[src/rtl/ll_release_engine_pkg.sv]
// Shared linked-list types for the reassembly drain stage: node entry layout,
// release record and the wrap-safe sequence comparison.
package ll_release_engine_pkg;

    localparam int LL_AWIDTH  = 10;
    localparam int PKT_AWIDTH = 12;
    localparam int TAG_W      = 16;

    typedef struct packed {
        logic                  valid;
        logic                  last;
        logic [LL_AWIDTH-1:0]  next;
        logic [31:0]           seq;
        logic [15:0]           len;
        logic [4:0]            flits;
        logic [55:0]           last_7_bytes;
        logic [PKT_AWIDTH-1:0] pktID;
    } entry_t;

    typedef struct packed {
        logic [PKT_AWIDTH-1:0] pktID;
        logic [4:0]            flits;
        logic [15:0]           len;
        logic [55:0]           last_7_bytes;
        logic                  drop;
        logic [TAG_W-1:0]      tag;
    } rel_rec_t;

    typedef enum logic [3:0] {
        ST_IDLE,
        ST_LOAD,
        ST_WAIT_HEAD,
        ST_EVAL,
        ST_EMIT,
        ST_FREE,
        ST_ALLOC,
        ST_WAIT_ALLOC,
        ST_RESP
    } state_e;

    // Distance of a node's seq from the expected seq; the sign survives 2^32 wrap.
    function automatic logic signed [31:0] seq_delta(input logic [31:0] seq,
                                                     input logic [31:0] expected);
        return $signed(seq - expected);
    endfunction

endpackage

[src/rtl/ll_release_engine.sv]
// Drains in-order packets from the head of a flow's out-of-order list, freeing
// each released node and reporting the new head pointer and expected seq.
module ll_release_engine
    import ll_release_engine_pkg::*;
#(
    parameter int MAX_RELEASE = 32
) (
    input  logic                  clk,
    input  logic                  rst,

    input  logic                  req_valid,
    output logic                  req_ready,
    input  logic [LL_AWIDTH-1:0]  req_pointer,
    input  logic [31:0]           req_seq,
    input  logic [TAG_W-1:0]      req_tag,

    output logic                  rsp_valid,
    output logic [LL_AWIDTH-1:0]  rsp_pointer,
    output logic [31:0]           rsp_seq,
    output logic                  rsp_empty,
    output logic                  rsp_more,
    output logic [TAG_W-1:0]      rsp_tag,

    output logic                  rel_valid,
    input  logic                  rel_ready,
    output logic [PKT_AWIDTH-1:0] rel_pktID,
    output logic [4:0]            rel_flits,
    output logic [15:0]           rel_len,
    output logic [55:0]           rel_last_7_bytes,
    output logic                  rel_drop,
    output logic [TAG_W-1:0]      rel_tag,

    input  logic                  ll_busy,
    output logic [LL_AWIDTH-1:0]  ll_pointer,
    output logic                  load_head,
    input  entry_t                head_out,
    input  logic                  head_out_valid,
    output logic                  store_head,
    output entry_t                head_in,
    output logic [LL_AWIDTH-1:0]  head_wr_addr,
    output logic                  load_empty_pointer,
    input  logic [LL_AWIDTH-1:0]  empty_pointer,
    input  logic                  empty_pointer_valid
);

    localparam int CNT_W = $clog2(MAX_RELEASE + 1);

    state_e               state_q;
    logic [LL_AWIDTH-1:0] ptr_q;
    logic [31:0]          exp_q;
    logic [TAG_W-1:0]     tag_q;
    logic [CNT_W-1:0]     cnt_q;
    entry_t               head_q;
    rel_rec_t             rel_q;
    logic                 rel_valid_q;
    logic                 rsp_valid_q;
    logic                 rsp_empty_q;
    logic                 rsp_more_q;
    logic                 req_ready_q;

    logic signed [31:0]   head_delta;
    logic [31:0]          exp_d;
    logic [CNT_W-1:0]     cnt_d;
    rel_rec_t             rel_d;
    logic                 ll_free;

    assign head_delta = seq_delta(head_q.seq, exp_q);
    assign exp_d      = exp_q + {16'd0, head_q.len};
    assign cnt_d      = cnt_q + CNT_W'(1);

    always_comb begin
        rel_d              = '0;
        rel_d.pktID        = head_q.pktID;
        rel_d.flits        = head_q.flits;
        rel_d.len          = head_q.len;
        rel_d.last_7_bytes = head_q.last_7_bytes;
        rel_d.drop         = head_delta[31];
        rel_d.tag          = tag_q;
    end

    // LL commands gate on the live busy input so none is ever presented while busy.
    assign ll_free            = !rst && !ll_busy;
    assign load_head          = ll_free && (state_q == ST_LOAD);
    assign store_head         = ll_free && (state_q == ST_FREE);
    assign load_empty_pointer = ll_free && (state_q == ST_ALLOC);
    assign ll_pointer         = ptr_q;
    assign head_wr_addr       = ptr_q;
    assign head_in            = '0;

    assign req_ready        = req_ready_q;
    assign rsp_valid        = rsp_valid_q;
    assign rsp_pointer      = ptr_q;
    assign rsp_seq          = exp_q;
    assign rsp_empty        = rsp_empty_q;
    assign rsp_more         = rsp_more_q;
    assign rsp_tag          = tag_q;
    assign rel_valid        = rel_valid_q;
    assign rel_pktID        = rel_q.pktID;
    assign rel_flits        = rel_q.flits;
    assign rel_len          = rel_q.len;
    assign rel_last_7_bytes = rel_q.last_7_bytes;
    assign rel_drop         = rel_q.drop;
    assign rel_tag          = rel_q.tag;

    always_ff @(posedge clk) begin
        if (rst) begin
            state_q     <= ST_IDLE;
            ptr_q       <= '0;
            exp_q       <= '0;
            tag_q       <= '0;
            cnt_q       <= '0;
            head_q      <= '0;
            rel_q       <= '0;
            rel_valid_q <= 1'b0;
            rsp_valid_q <= 1'b0;
            rsp_empty_q <= 1'b0;
            rsp_more_q  <= 1'b0;
            req_ready_q <= 1'b0;
        end else begin
            case (state_q)
                ST_IDLE: begin
                    req_ready_q <= 1'b1;
                    if (req_valid && req_ready_q) begin
                        ptr_q       <= req_pointer;
                        exp_q       <= req_seq;
                        tag_q       <= req_tag;
                        cnt_q       <= '0;
                        req_ready_q <= 1'b0;
                        state_q     <= ST_LOAD;
                    end
                end
                ST_LOAD: begin
                    if (!ll_busy) state_q <= ST_WAIT_HEAD;
                end
                ST_WAIT_HEAD: begin
                    if (head_out_valid) begin
                        head_q  <= head_out;
                        state_q <= ST_EVAL;
                    end
                end
                ST_EVAL: begin
                    if (!head_q.valid) begin
                        rsp_valid_q <= 1'b1;
                        rsp_empty_q <= 1'b1;
                        rsp_more_q  <= 1'b0;
                        state_q     <= ST_RESP;
                    end else if (head_delta == 32'sd0) begin
                        if (cnt_q == CNT_W'(MAX_RELEASE)) begin
                            rsp_valid_q <= 1'b1;
                            rsp_empty_q <= 1'b0;
                            rsp_more_q  <= 1'b1;
                            state_q     <= ST_RESP;
                        end else begin
                            exp_q       <= exp_d;
                            rel_q       <= rel_d;
                            rel_valid_q <= 1'b1;
                            state_q     <= ST_EMIT;
                        end
                    end else if (!head_delta[31]) begin
                        rsp_valid_q <= 1'b1;
                        rsp_empty_q <= 1'b0;
                        rsp_more_q  <= 1'b0;
                        state_q     <= ST_RESP;
                    end else begin
                        rel_q       <= rel_d;
                        rel_valid_q <= 1'b1;
                        state_q     <= ST_EMIT;
                    end
                end
                ST_EMIT: begin
                    if (rel_ready) begin
                        rel_valid_q <= 1'b0;
                        state_q     <= ST_FREE;
                    end
                end
                ST_FREE: begin
                    if (!ll_busy) begin
                        cnt_q <= cnt_d;
                        if (head_q.last) begin
                            state_q <= ST_ALLOC;
                        end else begin
                            ptr_q   <= head_q.next;
                            state_q <= ST_LOAD;
                        end
                    end
                end
                ST_ALLOC: begin
                    if (!ll_busy) state_q <= ST_WAIT_ALLOC;
                end
                ST_WAIT_ALLOC: begin
                    if (empty_pointer_valid) begin
                        ptr_q       <= empty_pointer;
                        rsp_valid_q <= 1'b1;
                        rsp_empty_q <= 1'b1;
                        rsp_more_q  <= 1'b0;
                        state_q     <= ST_RESP;
                    end
                end
                ST_RESP: begin
                    rsp_valid_q <= 1'b0;
                    req_ready_q <= 1'b1;
                    state_q     <= ST_IDLE;
                end
                default: state_q <= ST_IDLE;
            endcase
        end
    end

endmodule
[config.mk]
export PLATFORM = sky130hd
export DESIGN_NAME = ll_release_engine
export DESIGN_NICKNAME = d
export VERILOG_FILES = /design/src/rtl/ll_release_engine_pkg.sv /design/src/rtl/ll_release_engine.sv
export SDC_FILE = /design/constraint.sdc
export NUM_CORES = 1
export LEC_CHECK = 0
export CORE_AREA = 2 2 209 211
export CTS_BUF_LIST = sky130_fd_sc_hd__clkbuf_4
export CTS_CLUSTER_SIZE = 14
export DETAILED_ROUTE_END_ITERATION = 10
export DIE_AREA = 0 0 211 213
export GPL_ROUTABILITY_DRIVEN = 0
export GPL_TIMING_DRIVEN = 0
export PLACE_DENSITY_LB_ADDON = 0.25
export SYNTH_ARGS = -nofsm -noshare
export SYNTH_HDL_FRONTEND = slang
export SYNTH_SLANG_ARGS = --single-unit
[constraint.sdc]
create_clock -name clk -period 3.84 [get_ports clk]
set_input_delay 1.152 -clock clk [delete_from_list [all_inputs] [get_ports clk]]
set_output_delay 1.152 -clock clk [all_outputs]
set_load 0.005 [all_outputs]
==> reports/results.ini, run 1 <==
[logic_synthesis]
synth_common_cells = 372 x nand2_1, 312 x dfxtp_1, 220 x a21oi_1
synth_most_common_cell = nand2_1
ys_seq_area_share_pct = 39.0
synth_top_area_share_pct = 39.0
async_flop_share_pct = 0
ys_seq_elements = 312
yosys_warnings = 0
synthTopCellsByArea = dfxtp_1 39%, nand2_1 8.7%, buf_4 7.6%, mux2i_1 7.0%, a21oi_1 6.9%
synth.distinct_cells = 74
synth.cell_area_um2 = 16000
syn_inst = 2001
avgSynthCellArea_um2 = 8.01
yosys.area.top_type = dfxtp_1
synth_edf_count = 0
synth-main-ff-cell = dfxtp_1

[timing]
rsz0062_at_grt = yes
whs_ns = 0.450
fin_crit_ns = 3.94
fmax_ghz = 0.254
fin_setup_tns_ns = -5.37
finalSetupViolCount = 119
tightest_slew_ns = 0.978
final_max_slew_viol_count = 0
timing.final.crit_share_pct = 103
setup_slack_ns = -0.0972
finalHoldViolCount = 0
fin_worst_skew_ns = 0.0646
maxSlewHeadroom_pct = 34.8

[drt]
avgViaCountPerCell = 5.01
avgRoutedWirePerCell_um = 17.9
final_antenna_net_count = 0
vias = 16339
drt_iter0_markers = 880
firstDrtPassIters = 5
drc = 0
wirelength_um = 58400

[global_route]
grt_max_degree = 14
grt_pass1_vias = 15999
gr-total-overflow = 0
grt_pass1_wl_um = 86600
antenna_found_initial = 5
grt.total_usage_pct = 24.8

[floorplan]
coreArea_um2 = 42700
die_area_um2 = 44900
initial_core_util_pct = 37.6
die_h_um = 213
row_count = 76
ios = 533
fp.dieW_um = 211

[clocking]
clk-insertion-delay-late_ns = 0.83
numCtsBuffers = 87
clockBufferDepth = 3
h-tree-depth = 3
path_clk_slew_ns = 0.06
cts_tree = yes
clockRootBuffer = clkbuf_4
clkSinkCount = 312

[setup_path]
cp_cell_sequence = ha_4 > nor2b_4 > o211ai_1 > a21oi_2 > buf_4 > a211o_4 > a311oi_1 > o31ai_1 > nor4_2 > nand4_2 > buf_4 > o31a_4 > buf_6 > mux2i_1 > nor2_1
worst_path_max_delay_cell = o31a_4
max_stage_delay_ns = 0.41
required_ns = 4.47
cp_max_fo = 10
worst_path_dominant_cell_family = compound AO/OA/AOI/OAI gates
critPathLaunchType = flop
crit_path_end_kind = flop
worstSetupPathType = flop to flop
arrival_ns = 4.57
critPathBufInv = 3
cpMostUsedCell = buf_4

[place]
dpl_cell_area_um2 = 21200
hpwl_um = 44600
placed_cells = 3077
io_buffer_count = 398

[power_and_ir_drop]
cellPowerDensity_nw_per_um2 = 514
irDropWorstVdd_uv = 281
leakage_nw = 9.53
p_total_w = 0.0121

[cells_and_area]
design_area_um2 = 23500
area_growth_pct = 46.4
drive_gt1_share_pct = 18.6
fin_nets = 2913
final_cells = 3263

[outcome]
status = complete, but fails checks
violations = negative setup slack

[job]
cap_violations = 0

[min_path]
hold_path.class = flop to flop

==> routing by layer <==
| layer | global-route usage, % | vias up | part of all wire [%] |
|---|---|---|---|
| li1 | - | 7948 | - |
| met1 | 26.9 | 7567 | 37 |
| met2 | 43.8 | 664 | 49 |
| met3 | 8.77 | 160 | 9.5 |
| met4 | 10.6 | 0 | 3.7 |
| met5 | 0 | - | 0 |
==> worst paths after layout <==
check / from / endpoint / slack [ns] / cells after the start
setup / recovery: head_q[90] / rel_len[10] / -0.1 / 15
hold / removal: head_q[121] / head_q[121] / 0.45 / 2
setup reg to reg: head_q[90] / rel_len[10] / -0.1 / 15
hold reg to reg: head_q[121] / head_q[121] / 0.45 / 2
==> where the power goes <==
group          total [W]  internal [W]  switching [W]
Combinational    0.00532       0.00241        0.00291
Clock            0.00293       0.00149        0.00143
Sequential       0.00382       0.00354       0.000282
==> sequential cells by signal, summed over array words and instances, names as in the netlist, 5 cells and up <==
register / count
rsp_tag: 16
rsp_seq: 32
rel_tag: 16
rel_pktID: 12
head_wr_addr: 10
head_q: 133
cnt_q: 6
rel_last_7_bytes: 56
rel_flits: 5
rel_len: 16
==> cell families after synthesis <==
kind of cell	Yosys count	synth area share [%]
simple gates	739	20.0
other cells	1	0.0234
buf+inv	329	11.8
fa+ha+maj	50	3.95
flops	312	39.0
mux	112	6.99
compound gates	434	17.0
xor+xnor	24	1.31
==> stage by stage <==
stage / util [%] / setup slack (ns)
after floorplan: - / 0.309
after global placement: 49.6 / -0.738
after detailed placement: 49.6 / -0.754
after CTS: 53.5 / -0.0437
after global routing: 55.0 / -0.273
final: 55.0 / -0.0972
==> layout by cell type, fill, tap and decap left out, types with 9 or more instances in the layout <==
cell,n
nand4_1,11
buf_4,191
mux2i_1,111
a211oi_2,13
nand2b_1,14
nand2_1,368
dfxtp_1,288
clkdlybuf4s50_1,396
dfxtp_2,13
o21ai_0,27
clkinv_1,10
nor3_1,28
xnor2_1,13
conb_1,133
nand3_1,19
buf_12,9
dfxtp_4,11
a21oi_1,207
and3_1,18
ha_1,32
xor2_1,10
a221oi_1,10
nor3b_1,16
ha_4,9
clkbuf_4,129
buf_6,14
o21ai_1,10
o22ai_1,11
clkbuf_1,72
inv_1,53
nor2_1,199
a21o_1,18
a211oi_1,21
==> worst register-to-register path, stage by stage (launching register included) <==
cell and delay [ns]:
dfxtp_1 0.39, ha_4 0.22, nor2b_4 0.13, o211ai_1 0.34, a21oi_2 0.13, buf_4 0.18
a211o_4 0.37, a311oi_1 0.30, o31ai_1 0.13, nor4_2 0.26, nand4_2 0.28, buf_4 0.22
o31a_4 0.41, buf_6 0.19, mux2i_1 0.16, nor2_1 0.06
==> layout make-up <==
cell class / instances / area [um2]
Clock inverter: 17 / 88.8
Sequential cell: 312 / 6300
Multi-Input combinational cell: 1492 / 9010
Clock buffer: 126 / 946
Tap cell: 546 / 683
Fill cell: 3992 / 19200
Inverter: 58 / 226
Buffer: 262 / 1790
Timing Repair Buffer: 442 / 4420
Antenna cell: 8 / 20.0
==> repair_timing <==
action                     4_1_cts  5_1_grt
pin swaps                       24       31
hold buffers                     0        0
gates resized for setup        134       97
gates cloned                     1        2
buffers inserted                14       27
setup endpoints to repair      146      145
No activity file was read; power rests on OpenSTA's default activity.
==> run 2: changes to the inputs <==
--- a/config.mk
+++ b/config.mk
@@ -5,11 +5,14 @@
 export SDC_FILE = /design/constraint.sdc
 export NUM_CORES = 1
 export LEC_CHECK = 0
-export CORE_AREA = 2 2 209 211
+export CELL_PAD_IN_SITES_DETAIL_PLACEMENT = 0
+export CELL_PAD_IN_SITES_GLOBAL_PLACEMENT = 1
+export CORE_ASPECT_RATIO = 0.8
+export CORE_MARGIN = 1.5
+export CORE_UTILIZATION = 34
 export CTS_BUF_LIST = sky130_fd_sc_hd__clkbuf_4
 export CTS_CLUSTER_SIZE = 14
 export DETAILED_ROUTE_END_ITERATION = 10
-export DIE_AREA = 0 0 211 213
 export GPL_ROUTABILITY_DRIVEN = 0
 export GPL_TIMING_DRIVEN = 0
 export PLACE_DENSITY_LB_ADDON = 0.25
==> reports/results.ini, run 2 (same netlist as run 1, synthesis figures left out) <==
[floorplan]
fp.dieW_um = 246  ; +16%
row_count = 70  ; -7.9%
coreArea_um2 = 46200  ; +8.1%
initial_core_util_pct = 34.7  ; -2.8 points
die_h_um = 197  ; -7.4%
ios = 533  ; unchanged
die_area_um2 = 48500  ; +7.9%

[place]
placed_cells = 3143  ; +2.1%
io_buffer_count = 398  ; unchanged
hpwl_um = 47000  ; +5.5%
dp_slack_ns = -0.595  ; +0.159 ns
dpl_cell_area_um2 = 21300  ; +0.39%

[timing]
setup_slack_ns = 0.0230  ; +0.120 ns
maxSlewHeadroom_pct = 30.9  ; -3.9 points
fmax_ghz = 0.262  ; +3.1%
final_max_slew_viol_count = 0  ; unchanged
rsz0062_at_grt = yes
tightest_slew_ns = 1.04  ; +0.0587 ns
finalSetupViolCount = 0  ; -100%
fin_crit_ns = 3.82  ; -0.120 ns
fin_worst_skew_ns = 0.0740  ; +0.00944 ns
timing.final.crit_share_pct = 99.4  ; -3.1 points
finalHoldViolCount = 0  ; unchanged
fin_setup_tns_ns = 0  ; +5.37 ns

[power_and_ir_drop]
p_total_w = 0.0127  ; +5.0%
irDropWorstVdd_uv = 262  ; -6.6%
leakage_nw = 9.68  ; +1.6%
cellPowerDensity_nw_per_um2 = 526  ; +2.4%

[clocking]
path_clk_slew_ns = 0.07  ; about the same
clkSinkCount = 312  ; unchanged
numCtsBuffers = 85  ; -2.3%
clockRootBuffer = clkbuf_4
h-tree-depth = 3  ; unchanged
clockBufferDepth = 3  ; unchanged
clk-insertion-delay-late_ns = 0.86  ; +0.03 ns
cts_tree = yes
cts_hold_buf = 0  ; unchanged

[cells_and_area]
area_growth_pct = 50.2
final_cells = 3340  ; +2.4%
top_register = head_q
fillCellCount = 4450  ; +11%
design_area_um2 = 24100  ; +2.6%
final_common_cell = clkdlybuf4s50_1
final_cell_mix = 396 x clkdlybuf4s50_1, 366 x nand2_1, 281 x dfxtp_1, 205 x buf_4, 201 x a21oi_1
drive_gt1_share_pct = 20.7  ; +2.1 points
largest_reg_flops = 133  ; unchanged
fin_nets = 2926  ; +0.45%

[drt]
vias = 16341  ; +0.012%
drc = 0  ; unchanged
wirelength_um = 62400  ; +6.9%
drt_iter0_markers = 1056  ; +20%
avgViaCountPerCell = 4.89  ; -2.3%
avgRoutedWirePerCell_um = 18.7  ; +4.4%
final_antenna_net_count = 0  ; unchanged
firstDrtPassIters = 5  ; unchanged

[setup_path]
cp_cell_sequence = inv_1 > ha_1 > buf_6 > o21ai_2 > o211ai_1 > a221oi_2 > nor2_1 > nor4_2 > nand4_1 > or4b_4 > o31ai_4 > buf_6 > buf_12 > buf_12 > mux2i_1 > nor2_1
max_stage_delay_ns = 0.63  ; +0.22 ns
worst_path_dominant_cell_family = simple AND/OR/NAND/NOR gates
critPathLaunchType = flop
worst_path_max_delay_cell = or4b_4
cp_max_fo = 8  ; -2
arrival_ns = 4.46  ; -0.11 ns
required_ns = 4.48  ; about the same
crit_path_end_kind = flop
worstSetupPathType = flop to flop
critPathBufInv = 5  ; +2

[global_route]
gr-total-overflow = 0  ; unchanged
antenna_found_initial = 7  ; +2
grt_pass1_wl_um = 90500  ; +4.5%
grt.total_usage_pct = 24.4  ; -0.39 points
grt_max_degree = 15  ; +1
grt_pass1_vias = 15398  ; -3.8%

[outcome]
status = completed

[job]
cap_violations = 0  ; unchanged

[min_path]
hold_path.class = flop to flop

==> run 2: worst min-delay path, delay by kind of cell (launching register included) <==
kind	cells	cell delay, ns
flip-flops	1	0.31
AND/OR/NAND/NOR	1	0.05
AO/OA/AOI/OAI	1	0.05
==> run 2: area by class of cell <==
type,instances,area [um2],area share [%]
Inverter,58,226,0.940
Timing Repair Buffer,456,4550,18.9
Clock inverter,27,133,0.550
Multi-Input combinational cell,1492,9390,39.0
Clock buffer,116,871,3.61
Buffer,263,1820,7.57
Antenna cell,4,10.0,0.0415
Tap cell,612,766,3.18
Sequential cell,312,6320,26.2
==> run 2: worst paths after layout <==
path,slack [ns],from,to,depth (start not counted)
max,0.02,rsp_seq[25],rel_last_7_bytes[55],16
min,0.45,head_q[127],head_q[127],2
max reg2reg,0.02,rsp_seq[25],rel_last_7_bytes[55],16
min reg2reg,0.45,head_q[127],head_q[127],2
==> run 2: timing repair <==
item,in CTS,in global routing
cloned,2,3
buffers inserted,14,40
pin swaps,28,63
gates resized for setup,139,178
setup endpoints to repair,146,146
==> run 2: layer usage <==
layer  global-route usage (%)  share of wire, %
met5                        0             0.098
met4                     8.09               3.0
met1                     31.9                43
met2                     37.5                45
met3                     8.34               9.2
==> run 2: per-stage QoR <==
step,util (%),hold slack (ns)
floorplan,-,0.432
global placement,46.1,0.438
detailed placement,46.1,0.442
CTS,49.7,0.447
global route,52.2,0.473
finish,52.2,0.453
==> run 2: power by group <==
part	internal, W	leakage, nW	switching [W]
logic	0.00269	6.55	0.00326
registers	0.00354	2.54	0.000272
clock network	0.00141	0.594	0.00151
total	0.00763	9.68	0.00504
